--- src/rtl/mem_access_pkg.sv ---
// ============================================================================
// Module  : mem_access_pkg
// Brief   : Size encodings, FSM states and lane helpers for mem_access_unit.
// Revision: 1.0
// ============================================================================
`default_nettype none

package mem_access_pkg;

    localparam logic [1:0] SZ_BYTE = 2'd0;
    localparam logic [1:0] SZ_HALF = 2'd1;
    localparam logic [1:0] SZ_WORD = 2'd2;

    typedef enum logic [1:0] {
        ST_IDLE = 2'd0,
        ST_RD   = 2'd1,
        ST_WR   = 2'd2,
        ST_RESP = 2'd3
    } state_e;

    // Replace the addressed lane of a memory word with right-aligned store data.
    function automatic logic [31:0] lane_merge(
        input logic [31:0] word,
        input logic [31:0] wdata,
        input logic [1:0]  size,
        input logic [1:0]  lane
    );
        logic [31:0] merged;
        merged = word;
        case (size)
            SZ_BYTE: merged[{lane, 3'b000} +: 8] = wdata[7:0];
            SZ_HALF: merged[{lane[1], 4'b0000} +: 16] = wdata[15:0];
            default: merged = wdata;
        endcase
        return merged;
    endfunction

    function automatic logic [31:0] load_extend(
        input logic [31:0] word,
        input logic [1:0]  size,
        input logic        sgn,
        input logic [1:0]  lane
    );
        logic [7:0]  b;
        logic [15:0] h;
        logic [31:0] result;
        b = word[{lane, 3'b000} +: 8];
        h = word[{lane[1], 4'b0000} +: 16];
        case (size)
            SZ_BYTE: result = {{24{sgn & b[7]}}, b};
            SZ_HALF: result = {{16{sgn & h[15]}}, h};
            default: result = word;
        endcase
        return result;
    endfunction

endpackage

`default_nettype wire

--- src/rtl/mem_lane_align.sv ---
// ============================================================================
// Module  : mem_lane_align
// Brief   : Combinational load lane select/extend and store lane merge.
// Revision: 1.0
// ============================================================================
`default_nettype none

module mem_lane_align
    import mem_access_pkg::*;
(
    input  logic [1:0]  size,
    input  logic        sgn,
    input  logic [1:0]  lane,
    input  logic [31:0] mem_word,
    input  logic [31:0] store_data,
    output logic [31:0] load_data,
    output logic [31:0] merged_word
);

    assign load_data   = load_extend(mem_word, size, sgn, lane);
    assign merged_word = lane_merge(mem_word, store_data, size, lane);

endmodule

`default_nettype wire

--- src/rtl/mem_access_unit.sv ---
// ============================================================================
// Module  : mem_access_unit
// Brief   : Load/store initiator for a word-addressed data memory; sub-word
//           stores are done as read-modify-write.
// Config  : MEM_ACCESS_ALIGN_CHECK_EN enables misalign/range error responses.
// Revision: 1.0
// ============================================================================
`default_nettype none

module mem_access_unit
    import mem_access_pkg::*;
#(
    parameter int ADDR_W    = 32,
    parameter int MEM_BYTES = 4096
) (
    input  logic              clk,
    input  logic              reset,
    input  logic              req_valid,
    output logic              req_ready,
    input  logic              req_write,
    input  logic [1:0]        req_size,
    input  logic              req_signed,
    input  logic [ADDR_W-1:0] req_addr,
    input  logic [31:0]       req_wdata,
    output logic              resp_valid,
    output logic [31:0]       resp_rdata,
    output logic              resp_err,
    output logic              mem_read,
    output logic              mem_write,
    output logic [ADDR_W-1:0] mem_addr,
    output logic [31:0]       mem_wdata,
    input  logic [31:0]       mem_rdata
);

    state_e             state_q, state_d;
    logic               write_q, write_d;
    logic [1:0]         size_q, size_d;
    logic               signed_q, signed_d;
    logic [1:0]         lane_q, lane_d;
    logic [15:0]        wdata_q, wdata_d;
    logic [31:0]        resp_rdata_q, resp_rdata_d;
    logic               resp_err_q, resp_err_d;
    logic               mem_read_q, mem_read_d;
    logic               mem_write_q, mem_write_d;
    logic [ADDR_W-1:0]  mem_addr_q, mem_addr_d;
    logic [31:0]        mem_wdata_q, mem_wdata_d;

    logic               acc_err;
    logic [1:0]         req_size_norm;
    logic [31:0]        load_data;
    logic [31:0]        merged_word;

    assign req_size_norm = (req_size == 2'd3) ? SZ_WORD : req_size;

`ifdef MEM_ACCESS_ALIGN_CHECK_EN
    assign acc_err = ((req_size_norm == SZ_HALF) && req_addr[0])
                   || ((req_size_norm == SZ_WORD) && (req_addr[1:0] != 2'b00))
                   || (req_addr >= ADDR_W'(MEM_BYTES));
`else
    assign acc_err = 1'b0;
`endif

    // Only the low half of store data can ever be merged into a lane.
    mem_lane_align u_lane_align (
        .size        (size_q),
        .sgn         (signed_q),
        .lane        (lane_q),
        .mem_word    (mem_rdata),
        .store_data  ({16'h0000, wdata_q}),
        .load_data   (load_data),
        .merged_word (merged_word)
    );

    always_comb begin
        state_d      = state_q;
        write_d      = write_q;
        size_d       = size_q;
        signed_d     = signed_q;
        lane_d       = lane_q;
        wdata_d      = wdata_q;
        resp_rdata_d = resp_rdata_q;
        resp_err_d   = resp_err_q;
        mem_read_d   = 1'b0;
        mem_write_d  = 1'b0;
        mem_addr_d   = mem_addr_q;
        mem_wdata_d  = mem_wdata_q;

        case (state_q)
            ST_IDLE: begin
                if (req_valid) begin
                    write_d  = req_write;
                    size_d   = req_size_norm;
                    signed_d = req_signed;
                    lane_d   = req_addr[1:0];
                    wdata_d  = req_wdata[15:0];
                    if (acc_err) begin
                        state_d      = ST_RESP;
                        resp_err_d   = 1'b1;
                        resp_rdata_d = 32'h0;
                    end else if (!req_write || (req_size_norm != SZ_WORD)) begin
                        state_d    = ST_RD;
                        mem_read_d = 1'b1;
                        mem_addr_d = {req_addr[ADDR_W-1:2], 2'b00};
                    end else begin
                        state_d     = ST_WR;
                        mem_write_d = 1'b1;
                        mem_addr_d  = {req_addr[ADDR_W-1:2], 2'b00};
                        mem_wdata_d = req_wdata;
                    end
                end
            end
            ST_RD: begin
                if (write_q) begin
                    state_d     = ST_WR;
                    mem_write_d = 1'b1;
                    mem_wdata_d = merged_word;
                end else begin
                    state_d      = ST_RESP;
                    resp_rdata_d = load_data;
                    resp_err_d   = 1'b0;
                end
            end
            ST_WR: begin
                state_d      = ST_RESP;
                resp_rdata_d = 32'h0;
                resp_err_d   = 1'b0;
            end
            default: begin
                state_d = ST_IDLE;
            end
        endcase
    end

    always_ff @(posedge clk) begin
        if (reset) begin
            state_q      <= ST_IDLE;
            write_q      <= 1'b0;
            size_q       <= SZ_BYTE;
            signed_q     <= 1'b0;
            lane_q       <= 2'b00;
            wdata_q      <= 16'h0;
            resp_rdata_q <= 32'h0;
            resp_err_q   <= 1'b0;
            mem_read_q   <= 1'b0;
            mem_write_q  <= 1'b0;
            mem_addr_q   <= '0;
            mem_wdata_q  <= 32'h0;
        end else begin
            state_q      <= state_d;
            write_q      <= write_d;
            size_q       <= size_d;
            signed_q     <= signed_d;
            lane_q       <= lane_d;
            wdata_q      <= wdata_d;
            resp_rdata_q <= resp_rdata_d;
            resp_err_q   <= resp_err_d;
            mem_read_q   <= mem_read_d;
            mem_write_q  <= mem_write_d;
            mem_addr_q   <= mem_addr_d;
            mem_wdata_q  <= mem_wdata_d;
        end
    end

    assign req_ready  = (state_q == ST_IDLE);
    assign resp_valid = (state_q == ST_RESP);
    assign resp_rdata = resp_rdata_q;
    assign resp_err   = resp_err_q;
    assign mem_read   = mem_read_q;
    assign mem_write  = mem_write_q;
    assign mem_addr   = mem_addr_q;
    assign mem_wdata  = mem_wdata_q;

endmodule

`default_nettype wire

--- config.mk ---
export PLATFORM = sky130hd
export DESIGN_NAME = mem_access_unit
export DESIGN_NICKNAME = d
export VERILOG_FILES = /design/src/rtl/mem_access_pkg.sv /design/src/rtl/mem_lane_align.sv /design/src/rtl/mem_access_unit.sv
export SDC_FILE = /design/constraint.sdc
export NUM_CORES = 1
export LEC_CHECK = 0
export ABC_AREA = 1
export CORE_MARGIN = 3
export CORE_UTILIZATION = 42
export CTS_CLUSTER_DIAMETER = 200
export CTS_CLUSTER_SIZE = 24
export DETAILED_ROUTE_END_ITERATION = 10
export PLACE_DENSITY = 0.74
export SETUP_SLACK_MARGIN = 0.15
export SLEW_MARGIN = 20
export SYNTH_ARGS = -nofsm -noshare
export SYNTH_HDL_FRONTEND = slang
export SYNTH_SLANG_ARGS = --single-unit
--- constraint.sdc ---
create_clock -name clk -period 2.05 [get_ports clk]
set_clock_uncertainty 0.2 [all_clocks]
set_input_delay 0.41 -clock clk [delete_from_list [all_inputs] [get_ports clk]]
set_output_delay 0.41 -clock clk [all_outputs]
set_load 0.02 [all_outputs]
-- Word level (Yosys, flattened, before mapping)
Cells that the tools add are included.
- bits in read-only memories: 0
- latch bits: 0
- register bits: 121
- memories kept: 0
- RAM bits: 0
- input bits: 103
- add/subtract/negate cells: 2
- div/mod/pow operators: 0
- multiply operators: 0
- mux-type cells: 22
- bitwise gates (word level): 4
- reduce and logical (&&, ||, !) cells: 10
- order comparisons: 0
- equality and inequality tests: 10
- shifts and indexed selects: 6
- operators by type and width (cell ; number):
    $pmux W32 S2 ; 4
    $mux W32 ; 4
    $bwmux W32 ; 2
    $shift A16 B7 Y32 const A ; 1
    $shift A8 B7 Y32 const A ; 1
    $shiftx A16 B7 Y32 ; 1
    $shiftx A32 B6 Y16 ; 1
    $shiftx A32 B6 Y8 ; 1
    $shiftx A8 B7 Y32 ; 1
    $neg A5 Y7 ; 2
    $ne A2 B2 Y1 const B ; 5
    $eq A2 B2 Y1 const B ; 3
    $mux W1 ; 6
    $mux W2 ; 3
    $pmux W2 S3 ; 1
    $eq A2 B1 Y1 const B ; 2
    $logic_not A2 Y1 ; 2
    $pmux W1 S2 ; 2
    $reduce_and A2 Y1 ; 2
    $reduce_and A4 Y1 ; 1
    $reduce_bool A2 Y1 ; 2
    $reduce_or A3 Y1 ; 1
    $and A1 B1 Y1 ; 2
    $not A1 Y1 ; 2
    other kinds (2) ; 2

-- Logic depth before layout (Yosys ltp)
- word-level depth: 7
- gate-level depth with buffers: 13
- depth with buffers taken out: 11

-- Modules after synthesis
A second synthesis with hierarchy kept.
- cells, all modules: 1051
- area, all modules: 6712.7 um^2
- modules (own cells, without submodules) (module ; cells each ; area an instance (um^2) ; seq. area each (um^2) ; times used):
    mem_access_unit ; 649 ; 4802.1 ; 2402.3 ; 1
    mem_lane_align ; 402 ; 1910.6 ; 0.0 ; 1

-- Least setup slack after synthesis
Ideal clock, no wire load.
- path kind: register -> register
- start: register lane_q[0]
- end: register mem_wdata_q[10] (netlist: mem_wdata[10])
- cell stages (with the launch flop): 11
- slack: -0.182 ns
- setup time: 0.072 ns
- arrival: 1.960 ns
- cells stage by stage: dfxtp_1 -> buf_2 -> inv_2 -> buf_2 -> ha_1 -> clkinv_1 -> nor3_2 -> a21oi_1 -> nand3_1 -> nand2_1 -> a21oi_1
- longest elaborated chain between the ends: 6
- elaborated cells on any way between the ends: 7
- classes of those cells: add/sub: 1; shift: 2; mux: 4
- RTL lines (item ; line ; RTL):
    start, declared ; mem_access_unit.sv:39 ; logic [1:0] lane_q, lane_d;
    start signal, assigned ; mem_access_unit.sv:153 ; lane_q <= lane_d;
    $neg A5 Y7 * ; mem_access_pkg.sv:31 ; SZ_BYTE: merged[{lane, 3'b000} +: 8] = wdata[7:0];
    $shiftx A8 B7 Y32 or $shift A8 B7 Y32 (tied branches) ; mem_access_pkg.sv:31 ;
    $bwmux W32 * ; mem_access_pkg.sv:31 ;
    $pmux W32 S2 * ; mem_access_pkg.sv:30 ; case (size)
    $mux W32 * ; mem_access_unit.sv:113 ; if (write_q) begin
    $pmux W32 S2 * ; mem_access_unit.sv:88 ; case (state_q)
    end signal, assigned ; mem_access_unit.sv:160 ; mem_wdata_q <= mem_wdata_d;
    end, declared ; mem_access_unit.sv:46 ; logic [31:0] mem_wdata_q, mem_wdata_d;
Every way passes the cells marked *; elsewhere a longest branch is shown, timed or not. The select of a mux whose other input is x is not followed.
A chain may end at the register's enable or synchronous reset.

-- Worst setup path after layout
- start: register lane_q[0]
- end: register mem_wdata_q[29] (netlist: mem_wdata[29])
Same word-level chain as after synthesis.

==> reports/metrics.yaml <==
run_status: "finished clean"
syn_avg_cell_area_um2: 6.77
rr_worst_depth: 11
power.total_w: 0.0119
cpPeakStageDelay_ps: 360
powerDensity_nw_per_um2: 1270
synthToLayoutAreaGrowth_pct: 46.8
cts_sinks: 120
top_layer: "met4"
wl_met1_um: 9470
drt-pass1-iter-count: 5
die_area_um2: 16800
yosysTopAreaCell: "dfxtp_1"
layoutNonFillerInstCount: 1349
crit_path_end_kind: "register"
crit_top_cell: "nand2_1"
via_per_inst: 5.30
start_util: 0.436
cts_buffer_depth: 2
hp-class: "reg -> reg"
start_kind: "register"
clock_latency_ps: 430
grt_use_total: 0.266
core_area_um2: 14700
antenna_found_initial: 0
setup_viol: 0
rsz0062_at_grt: "yes"
io_pins: 204
wl_per_cell_um: 16.7
yosysSeqAreaShare: 0.375
cts_tree: "built"
synth_ff_type: "dfxtp_1"
vias: 7147
synth_edf_count: 0
drc: 0
htreeDepth: 4
antenna_cells: 0
routed-wl-met3_um: 2090
worst-path-buf-inv: 2
met2WireLength_um: 10300
path_clk_slew_ps: 60
cp_num_cells: 11
portBuffers: 200
ys_ff_latch: 120
leakagePower_nw: 4.09
grt_pass1_wl_um: 35000
yosysUniqueCellTypes: 41
fmax_mhz: 534
dp_slack_ps: -25.0
cp_max_fo: 9
netlist_area_um2: 6400
drt_wl_total_um: 22500
routabilityCongestion: 0.941
maxCapViolCount: 0
synthTopCellsByArea: "dfxtp_1 (38%), nand2_1 (14%), nor2_1 (9.6%)"
cts_buffers: 17
synth_top_area_share: 0.375
ctsRootBufferMaster: "clkbuf_16"
async_reset_ff_frac: 0
grt_pass1_vias: 6588
fin_crit_ps: 1870
fillers: 1351
critPathArrivalTime_ps: 1960
layout-drive-gt1-share: 0.141
drt_iter0_drc: 586
rows: 44
syn_inst: 946
utilization: 0.640
grt_max_degree: 42
dpl.hpwl_um: 16700
dpl.cell_count: 1314
cpLargestDelayFamily: "simple AND/OR/NAND/NOR gates"
fin_crit_sh: 0.913
die_h_um: 129
drv_slew: 0
yosys_warnings: 0
nets: 1264
setup_slack_ps: 179
route.antenna.remaining_nets: 0
hold_viol: 0
cpMaxStageDelayCell: "dfxtp_4"
vdd_drop_max_uv: 740
timing_worst_setup_path_type: "reg -> reg"
ctsHoldBuffers: 0
whs_path_depth: 2
overflow: 0
cp_cell_sequence: "inv_2 -> ha_1 -> clkinv_2 -> nand2_1 -> nor2_2 -> nand2_1 -> nand2_1 -> nand2_1 -> nand4_1 -> nand2_1 -> a21oi_1"
required_ps: 2140
fp.dieW_um: 129
synth_stat cells, types with 2 or more instances:
library cell	number
nand2_1	232
nor2_1	164
dfxtp_1	120
a21oi_1	117
o21ai_0	83
inv_1	37
clkbuf_1	33
nand3_1	25
a21oi_2	13
nand3_2	12
o211ai_1	12
buf_6	11
ha_1	9
buf_2	8
nand4_1	8
o21ai_1	8
buf_4	6
inv_2	6
nand2_2	4
o21ai_2	4
a211oi_1	3
a22oi_1	3
buf_1	3
nor2_4	3
clkinv_1	2
inv_4	2
nand2_4	2
o221ai_1	2
or2_2	2
placed cells by master, fill, tap and decap left out, types with 4 or more instances in the layout:
cell type and n:
buf_4 35, a21oi_2 18, nand3_2 13, nand4_1 8, nand2_1 232, ha_1 4
clkbuf_16 17, inv_1 35, nor2_1 160, buf_12 11, dlygate4sd2_1 96, nor2_4 5
a21oi_1 112, o21ai_0 81, o21ai_1 9, ha_4 4, dfxtp_1 115, bufinv_16 4
o21ai_2 5, clkdlybuf4s50_1 101, clkinvlp_4 4, inv_2 7, clkinv_2 4, nand3_1 24
o211ai_1 12
worst register-to-register path, delay by kind of cell (launching register included):
family	cells	cell delay, ps
AND/OR/NAND/NOR	7	660
adder cells (fa/ha/maj)	1	190
buffers and inverters	2	270
AO/OA/AOI/OAI	1	60
flip-flops	1	360
report_power, final:
part	internal (W)	switching [W]
registers	0.00292	0.000358
clock network	0.00203	0.00116
logic	0.00207	0.00340
per-layer routing:
layer  track usage  vias to the layer above
li1              -                     3509
met2         0.426                      348
met1         0.344                     3244
met4        0.0923                        0
met3        0.0796                       46
met5             0                        -
state kept, by name (all words and copies together), names as in the netlist:
signal and cells:
resp_rdata 32, mem_addr 30, size_q 2, signed_q 1, write_q 1, mem_read 1, wdata_q 16, state_q 2
mem_wdata 32, lane_q 2, mem_write 1
area by class of cell:
class / count / area, um^2 / area share
multi-input cells: 719 / 3580 / 0.381
flip-flops and latches: 120 / 2420 / 0.257
repair buffers: 246 / 2350 / 0.250
clock buffers: 17 / 425 / 0.0453
well taps: 184 / 230 / 0.0245
inverters: 48 / 201 / 0.0214
clock inverters: 15 / 200 / 0.0213
path summary, 6_finish.rpt:
kind                              start                    endpoint  slack [ps]
max              lane_q[0]$_SDFFE_PP0P_  mem_wdata[29]$_SDFFE_PP0P_         180
min          mem_wdata[26]$_SDFFE_PP0P_  mem_wdata[26]$_SDFFE_PP0P_         260
max reg2reg      lane_q[0]$_SDFFE_PP0P_  mem_wdata[29]$_SDFFE_PP0P_         180
min reg2reg  mem_wdata[26]$_SDFFE_PP0P_  mem_wdata[26]$_SDFFE_PP0P_         260
through the flow:
step / hold slack, ps / setup TNS, ps / instance area [um^2]
6_report: 258 / 0 / 9400
5_1_grt: 277 / 0 / 9400
4_1_cts: 261 / 0 / 9280
3_5_place_dp: 255 / -308 / 8750
3_3_place_gp: 252 / -24.2 / 8750
2_1_floorplan: 255 / 0 / 6440
timing repair:
| item | CTS | global route |
|---|---|---|
| setup endpoints to repair | 129 | 56 |
| cloned | 1 | 0 |
| pin swaps | 3 | 3 |
| resized for setup | 111 | 29 |
| setup buffers | 0 | 2 |
kinds of logic (layout without fill, tap and decap cells):
group	after synthesis	in the layout	synth area share
compound gates	247	247	0.213
fa+ha+maj	9	9	0.0176
buf+inv	110	326	0.0869
flops	120	120	0.375
other cells	1	3	0.000586
simple gates	459	460	0.306
No activity file was read; power rests on OpenSTA's default activity.
